[src/rtl/drac_pkg.sv]
// Shared execute-stage types: divider FSM states and the request/response
// structs the instruction-level wrapper maps onto the divider ports.
package drac_pkg;

    localparam int DIV_MAX_BPC = 4;
    localparam int DIV_XLEN    = 64;
    localparam int DIV_TAG_W   = 8;

    typedef enum logic [1:0] {
        DIV_IDLE,
        DIV_ITER,
        DIV_FIXUP,
        DIV_DONE
    } div_state_t;

    typedef struct packed {
        logic [DIV_XLEN-1:0]  dividend;
        logic [DIV_XLEN-1:0]  divisor;
        logic                 is_signed;
        logic                 op_32;
        logic                 rem;
        logic [DIV_TAG_W-1:0] tag;
    } div_req_t;

    typedef struct packed {
        logic [DIV_XLEN-1:0]  result;
        logic [DIV_TAG_W-1:0] tag;
        logic                 div_zero;
    } div_resp_t;

endpackage

[src/rtl/div_step_radix.sv]
// Combinational slice of BPC restoring shift-subtract steps on unsigned
// magnitudes; the quotient register shifts dividend bits out and quotient bits in.
module div_step_radix
    import drac_pkg::*;
#(
    parameter int XLEN = 64,
    parameter int BPC  = 2
) (
    input  logic [XLEN-1:0] rem,
    input  logic [XLEN-1:0] quot,
    input  logic [XLEN-1:0] divisor,
    output logic [XLEN-1:0] rem_next,
    output logic [XLEN-1:0] quot_next
);

    logic [XLEN-1:0] rem_chain  [0:BPC];
    logic [XLEN-1:0] quot_chain [0:BPC];

    assign rem_chain[0]  = rem;
    assign quot_chain[0] = quot;

    generate
        for (genvar gi = 0; gi < BPC; gi++) begin : g_step
            logic [XLEN:0] shifted;
            logic [XLEN:0] diff;

            // Borrow out of the extended subtraction means the trial subtract fails.
            assign shifted = {rem_chain[gi], quot_chain[gi][XLEN-1]};
            assign diff    = shifted - {1'b0, divisor};
            assign rem_chain[gi+1]  = diff[XLEN] ? shifted[XLEN-1:0] : diff[XLEN-1:0];
            assign quot_chain[gi+1] = {quot_chain[gi][XLEN-2:0], ~diff[XLEN]};
        end
    endgenerate

    assign rem_next  = rem_chain[BPC];
    assign quot_next = quot_chain[BPC];

endmodule

[src/rtl/div_iter_unit.sv]
// Iterative radix-2^BITS_PER_CYCLE integer divider, one op in flight.
// Define DIV_ITER_FAST_PATH_EN to retire trivial divisions in a single cycle.
module div_iter_unit
    import drac_pkg::*;
#(
    parameter int XLEN           = 64,
    parameter int BITS_PER_CYCLE = 2,
    parameter int TAG_W          = 8
) (
    input  logic             clk_i,
    input  logic             rst_i,
    input  logic             kill_i,
    input  logic             req_valid_i,
    output logic             req_ready_o,
    input  logic [XLEN-1:0]  dividend_i,
    input  logic [XLEN-1:0]  divisor_i,
    input  logic             signed_i,
    input  logic             op_32_i,
    input  logic             rem_i,
    input  logic [TAG_W-1:0] tag_i,
    output logic             resp_valid_o,
    input  logic             resp_ready_i,
    output logic [XLEN-1:0]  result_o,
    output logic [TAG_W-1:0] tag_o,
    output logic             div_zero_o
);

    localparam int HALF  = XLEN / 2;
    localparam int CNT_W = $clog2(XLEN + 1);
    localparam logic [CNT_W-1:0] N_FULL  = CNT_W'(XLEN / BITS_PER_CYCLE);
    localparam logic [CNT_W-1:0] N_HALF  = CNT_W'(HALF / BITS_PER_CYCLE);
    localparam logic [XLEN-1:0]  LO_MASK = XLEN'(64'h0000_0000_FFFF_FFFF);

    div_state_t       state_reg;
    logic [CNT_W-1:0] cnt_reg;
    logic [XLEN-1:0]  rem_reg;
    logic [XLEN-1:0]  quot_reg;
    logic [XLEN-1:0]  divisor_reg;
    logic [TAG_W-1:0] tag_reg;
    logic             signed_reg;
    logic             op32_reg;
    logic             rem_sel_reg;
    logic             a_neg_reg;
    logic             q_neg_reg;
    logic             div_zero_reg;
    logic             req_ready_reg;
    logic             resp_valid_reg;
    logic [XLEN-1:0]  result_reg;
    logic [TAG_W-1:0] tag_out_reg;
    logic             div_zero_out_reg;

    logic             a_neg, b_neg, b_zero;
    logic [XLEN-1:0]  a_ext, b_ext, a_mag, b_mag, quot_init;
    logic [XLEN-1:0]  step_rem, step_quot;
    logic [XLEN-1:0]  q_fix, r_fix, res_raw, res_fix;

    // Operand conditioning for the accept edge: W ops use the low word only.
    always_comb begin
        a_neg     = signed_i & (op_32_i ? dividend_i[31] : dividend_i[XLEN-1]);
        b_neg     = signed_i & (op_32_i ? divisor_i[31] : divisor_i[XLEN-1]);
        a_ext     = op_32_i ? (a_neg ? (dividend_i | ~LO_MASK) : (dividend_i & LO_MASK))
                            : dividend_i;
        b_ext     = op_32_i ? (b_neg ? (divisor_i | ~LO_MASK) : (divisor_i & LO_MASK))
                            : divisor_i;
        a_mag     = a_neg ? -a_ext : a_ext;
        b_mag     = b_neg ? -b_ext : b_ext;
        b_zero    = (b_mag == '0);
        quot_init = op_32_i ? (a_mag << HALF) : a_mag;
    end

`ifdef DIV_ITER_FAST_PATH_EN
    logic fast_small, fast_one;
    assign fast_small = b_zero | (a_mag < b_mag);
    assign fast_one   = (b_mag == XLEN'(1));
`endif

    div_step_radix #(
        .XLEN (XLEN),
        .BPC  (BITS_PER_CYCLE)
    ) u_step (
        .rem       (rem_reg),
        .quot      (quot_reg),
        .divisor   (divisor_reg),
        .rem_next  (step_rem),
        .quot_next (step_quot)
    );

    // MIN / -1 needs no special case: magnitude 2^(XLEN-1) with a positive
    // quotient sign already yields MIN and a zero remainder.
    always_comb begin
        q_fix   = div_zero_reg ? '1 : ((signed_reg & q_neg_reg) ? -quot_reg : quot_reg);
        r_fix   = (signed_reg & a_neg_reg) ? -rem_reg : rem_reg;
        res_raw = rem_sel_reg ? r_fix : q_fix;
        res_fix = op32_reg ? (res_raw[31] ? (res_raw | ~LO_MASK) : (res_raw & LO_MASK))
                           : res_raw;
    end

    always_ff @(posedge clk_i or posedge rst_i) begin
        if (rst_i) begin
            state_reg        <= DIV_IDLE;
            cnt_reg          <= '0;
            rem_reg          <= '0;
            quot_reg         <= '0;
            divisor_reg      <= '0;
            tag_reg          <= '0;
            signed_reg       <= 1'b0;
            op32_reg         <= 1'b0;
            rem_sel_reg      <= 1'b0;
            a_neg_reg        <= 1'b0;
            q_neg_reg        <= 1'b0;
            div_zero_reg     <= 1'b0;
            req_ready_reg    <= 1'b1;
            resp_valid_reg   <= 1'b0;
            result_reg       <= '0;
            tag_out_reg      <= '0;
            div_zero_out_reg <= 1'b0;
        end else if (kill_i) begin
            state_reg      <= DIV_IDLE;
            resp_valid_reg <= 1'b0;
            req_ready_reg  <= 1'b1;
        end else begin
            case (state_reg)
                DIV_IDLE: begin
                    if (req_valid_i && req_ready_reg) begin
                        tag_reg       <= tag_i;
                        signed_reg    <= signed_i;
                        op32_reg      <= op_32_i;
                        rem_sel_reg   <= rem_i;
                        a_neg_reg     <= a_neg;
                        q_neg_reg     <= a_neg ^ b_neg;
                        div_zero_reg  <= b_zero;
                        divisor_reg   <= b_mag;
                        req_ready_reg <= 1'b0;
                        rem_reg       <= '0;
                        quot_reg      <= quot_init;
                        cnt_reg       <= op_32_i ? N_HALF : N_FULL;
                        state_reg     <= DIV_ITER;
`ifdef DIV_ITER_FAST_PATH_EN
                        if (fast_small) begin
                            rem_reg   <= a_mag;
                            quot_reg  <= '0;
                            state_reg <= DIV_FIXUP;
                        end else if (fast_one) begin
                            quot_reg  <= a_mag;
                            state_reg <= DIV_FIXUP;
                        end
`endif
                    end
                end
                DIV_ITER: begin
                    rem_reg  <= step_rem;
                    quot_reg <= step_quot;
                    cnt_reg  <= cnt_reg - CNT_W'(1);
                    if (cnt_reg == CNT_W'(1)) begin
                        state_reg <= DIV_FIXUP;
                    end
                end
                DIV_FIXUP: begin
                    result_reg       <= res_fix;
                    tag_out_reg      <= tag_reg;
                    div_zero_out_reg <= div_zero_reg;
                    resp_valid_reg   <= 1'b1;
                    state_reg        <= DIV_DONE;
                end
                DIV_DONE: begin
                    if (resp_ready_i) begin
                        resp_valid_reg <= 1'b0;
                        req_ready_reg  <= 1'b1;
                        state_reg      <= DIV_IDLE;
                    end
                end
                default: begin
                    state_reg     <= DIV_IDLE;
                    req_ready_reg <= 1'b1;
                end
            endcase
        end
    end

    assign req_ready_o  = req_ready_reg;
    assign resp_valid_o = resp_valid_reg;
    assign result_o     = result_reg;
    assign tag_o        = tag_out_reg;
    assign div_zero_o   = div_zero_out_reg;

endmodule
[config.mk]
export PLATFORM = sky130hd
export DESIGN_NAME = div_iter_unit
export DESIGN_NICKNAME = d
export VERILOG_FILES = /design/src/rtl/drac_pkg.sv /design/src/rtl/div_step_radix.sv /design/src/rtl/div_iter_unit.sv
export SDC_FILE = /design/constraint.sdc
export NUM_CORES = 2
export LEC_CHECK = 0
export ABC_AREA = 1
export CAP_MARGIN = 20
export CORE_ASPECT_RATIO = 0.6
export CORE_MARGIN = 1.5
export CORE_UTILIZATION = 34
export CTS_BUF_LIST = sky130_fd_sc_hd__clkbuf_4
export CTS_CLUSTER_DIAMETER = 50
export CTS_CLUSTER_SIZE = 25
export DETAILED_ROUTE_END_ITERATION = 7
export SYNTH_ARGS = -nofsm -noshare
export SYNTH_HDL_FRONTEND = slang
export SYNTH_SLANG_ARGS = --single-unit
[constraint.sdc]
create_clock -name clk_i -period 10.9 [get_ports clk_i]
set_input_delay 2.18 -clock clk_i [delete_from_list [all_inputs] [get_ports clk_i]]
set_output_delay 2.18 -clock clk_i [all_outputs]
set_load 0.005 [all_outputs]
==> reports/metrics.csv <==
metric;value;unit
rsz0062_at_grt;false;
cp.depth;35;
cp_max_fo;64;
clkTransAtPathRegs;0.18;ns
synth_area;0.0328;mm^2
placed_area;0.0360;mm^2
synth_common_cells;1585 x nand2_1, 719 x nor2_1, 711 x inv_1;
dieHeight;244;um
grt.overflow.total;0;
dieArea;0.0983;mm^2
yosys.area.top_type;dfrtp_1;
startpoint_type;flip-flop;
postCtsSetupBuffers;0;
hold_class;flip-flop to flip-flop;
place_hpwl;151;mm
required;11.63;ns
seq_power_share;18.0;%
vias;39870;
slowest_stage;inv_2;
syn-mean-instance-area;5.84;um^2
cts_tree;built;
place_congestion;1.07;
grt_pass1_wl;255;mm
worst_pin_slew;1.28;ns
grt_max_degree;127;
cp_top_family;simple AND/OR/NAND/NOR gates;
dieWidth;404;um
clock_latency;0.90;ns
synth_nets;5893;
period_needed;7.03;ns
critPathKind;flip-flop to flip-flop;
antenna_found_initial;5;
cts_hold_buffers;0;
dp.cells;6938;
setup_viol;0;
max_cap_violations;0;
numCtsBuffers;39;
rows;87;
htreeDepth;2;
relSlewSlack;13.6;%
drc_errors;0;
start_util;34.6;%
synth_flop_cell;dfrtp_1;
routed_wl;181;mm
hold_slack;0.501;ns
grt_pass1_vias;35282;
met3_length;26.7;mm
p_int;3.81;mW
pwr-share-clk;8.3;%
yosysMostFrequentCell;nand2_1;
netlist_top_cells_area;dfrtp_1 22%, nand2_1 18%, nand3_1 8.3%, nor2_1 8.2%, inv_1 8.1%;
r2r_cells;35;
fin_crit_sh;64.5;%
final_layout_size_suffix_gt1_share;3.83;%
fin_tns_setup;0;ns
crit_buf_inv;3;
cts.path.max_buffers;3;
grt_usage;35.5;%
max_freq;142;MHz
fin_skew;0.0824;ns
status;complete, no violations;
netSwitchingPower;6.49;mW
wl_met1;89.8;mm
hold_depth;2;
wl_met2;61.5;mm
syn2layout_area_growth;12.1;%
critPathMaxStageDelay;0.72;ns
antenna_left;0;
hold_violations;0;
ir_drop;0.116;mV
power-per-cell-area;280;mW/mm^2
arrival;7.76;ns
via_per_inst;5.68;
yosys.cell_types.count;58;
synth-edff-count;0;
combinationalPowerShare;73.6;%
final_cell_count_no_fill;7016;
cts-root-buf;clkbuf_4;
maxSlewViolCount;0;
yosys_warnings;0;
postSynthCellCount;5609;
io_pins;219;
ys_ff_latch;290;
dr.pass1.iters;6;
drt_iter0_drc;6107;
cts.sink_count;290;
dp_slack;4.19;ns
p_sw_share;63.0;%
cts_resized;0;
top_layer;met5;
crit_top_cell;nand2_1;
async_flop_share;100;%
io_buffers;218;
yosysTopAreaCellShare;22.1;%
fp.coreArea;0.0947;mm^2
crit_path_end_kind;flip-flop;
seq_area_frac_synth;22.1;%
fin_area;0.0368;mm^2
wire_per_inst;25.8;um
leakage;18.6;nW
fin_ws;3.87;ns
nets;6021;
## cells by family (layout without fill, tap and decap cells)
family | Yosys count | in the layout | share of synthesized area, %
and+or+nand+nor | 3181 | 3181 | 41.2
buffers and inverters | 910 | 1067 | 11.0
xor gates and xnor gates | 171 | 171 | 4.57
other | 0 | 4 | 0
AOI/OAI and AO/OA | 915 | 915 | 15.7
DFF | 290 | 290 | 22.1
adders and majority gates | 140 | 140 | 5.39
muxes | 2 | 2 | 0.0611
## worst reg2reg max path: cells and delay by family, from the launching register on
family | cells | cell delay [ns]
and+or+nand+nor | 27 | 3.98
adders and majority gates | 3 | 1.09
buffers and inverters | 3 | 0.94
DFF | 1 | 0.45
AOI/OAI and AO/OA | 2 | 0.42
## power groups by stage
| stage | registers [mW] | clock network, mW | logic, mW |
|---|---|---|---|
| 2_1_floorplan | 1.76 | 0 | 4.31 |
| 3_3_place_gp | 1.87 | 0 | 7.20 |
| 3_5_place_dp | 1.87 | 0 | 7.15 |
| 4_1_cts | 1.85 | 0.865 | 7.18 |
| 5_1_grt | 1.91 | 0.912 | 8.04 |
| 6_report | 1.86 | 0.856 | 7.59 |
## per-stage QoR
| step | utilization (%) | total power [mW] |
|---|---|---|
| after floorplan | - | 6.08 |
| after global placement | 38.0 | 9.07 |
| after detailed placement | 38.0 | 9.02 |
| after CTS | 38.8 | 9.90 |
| after global routing | 38.8 | 10.9 |
| final | 38.8 | 10.3 |
## per-layer routing
metal | up-vias | track usage [%]
li1 | 18568 | -
met2 | 2221 | 41.3
met3 | 149 | 14.9
met4 | 6 | 5.19
met5 | - | 1.07
met1 | 18926 | 57.7
## cell usage in the layout (no fill, tap or decap), drive strengths merged, types with 111 or more instances in the layout
cell type,count
nand2,1603
nand4,111
a21oi,302
nand3,553
ha,138
xor2,128
inv,746
nor2,734
o21ai,407
dfrtp,289
clkdlybuf4s50,218
## worst paths after layout
kind / from / to / slack (ns)
setup / recovery: quot_reg[63] / rem_reg[50] / 3.87
hold / removal: divisor_reg[43] / divisor_reg[43] / 0.50
setup reg to reg: quot_reg[63] / rem_reg[50] / 3.87
hold reg to reg: divisor_reg[43] / divisor_reg[43] / 0.50
max in group asynchronous: rst_i / divisor_reg[43] / 7.59
min in group asynchronous: rst_i / rem_reg[58] / 1.84
## cell type report
class / count / area, um^2
diodes: 4 / 10.0
clock buffers: 39 / 293
clock inverters: 31 / 389
fillers: 10713 / 58000
inverters: 739 / 2780
multi-input cells: 4409 / 22000
flip-flops and latches: 290 / 7260
well taps: 1246 / 1560
repair buffers: 258 / 2500
(Power assumes the default switching activity.)
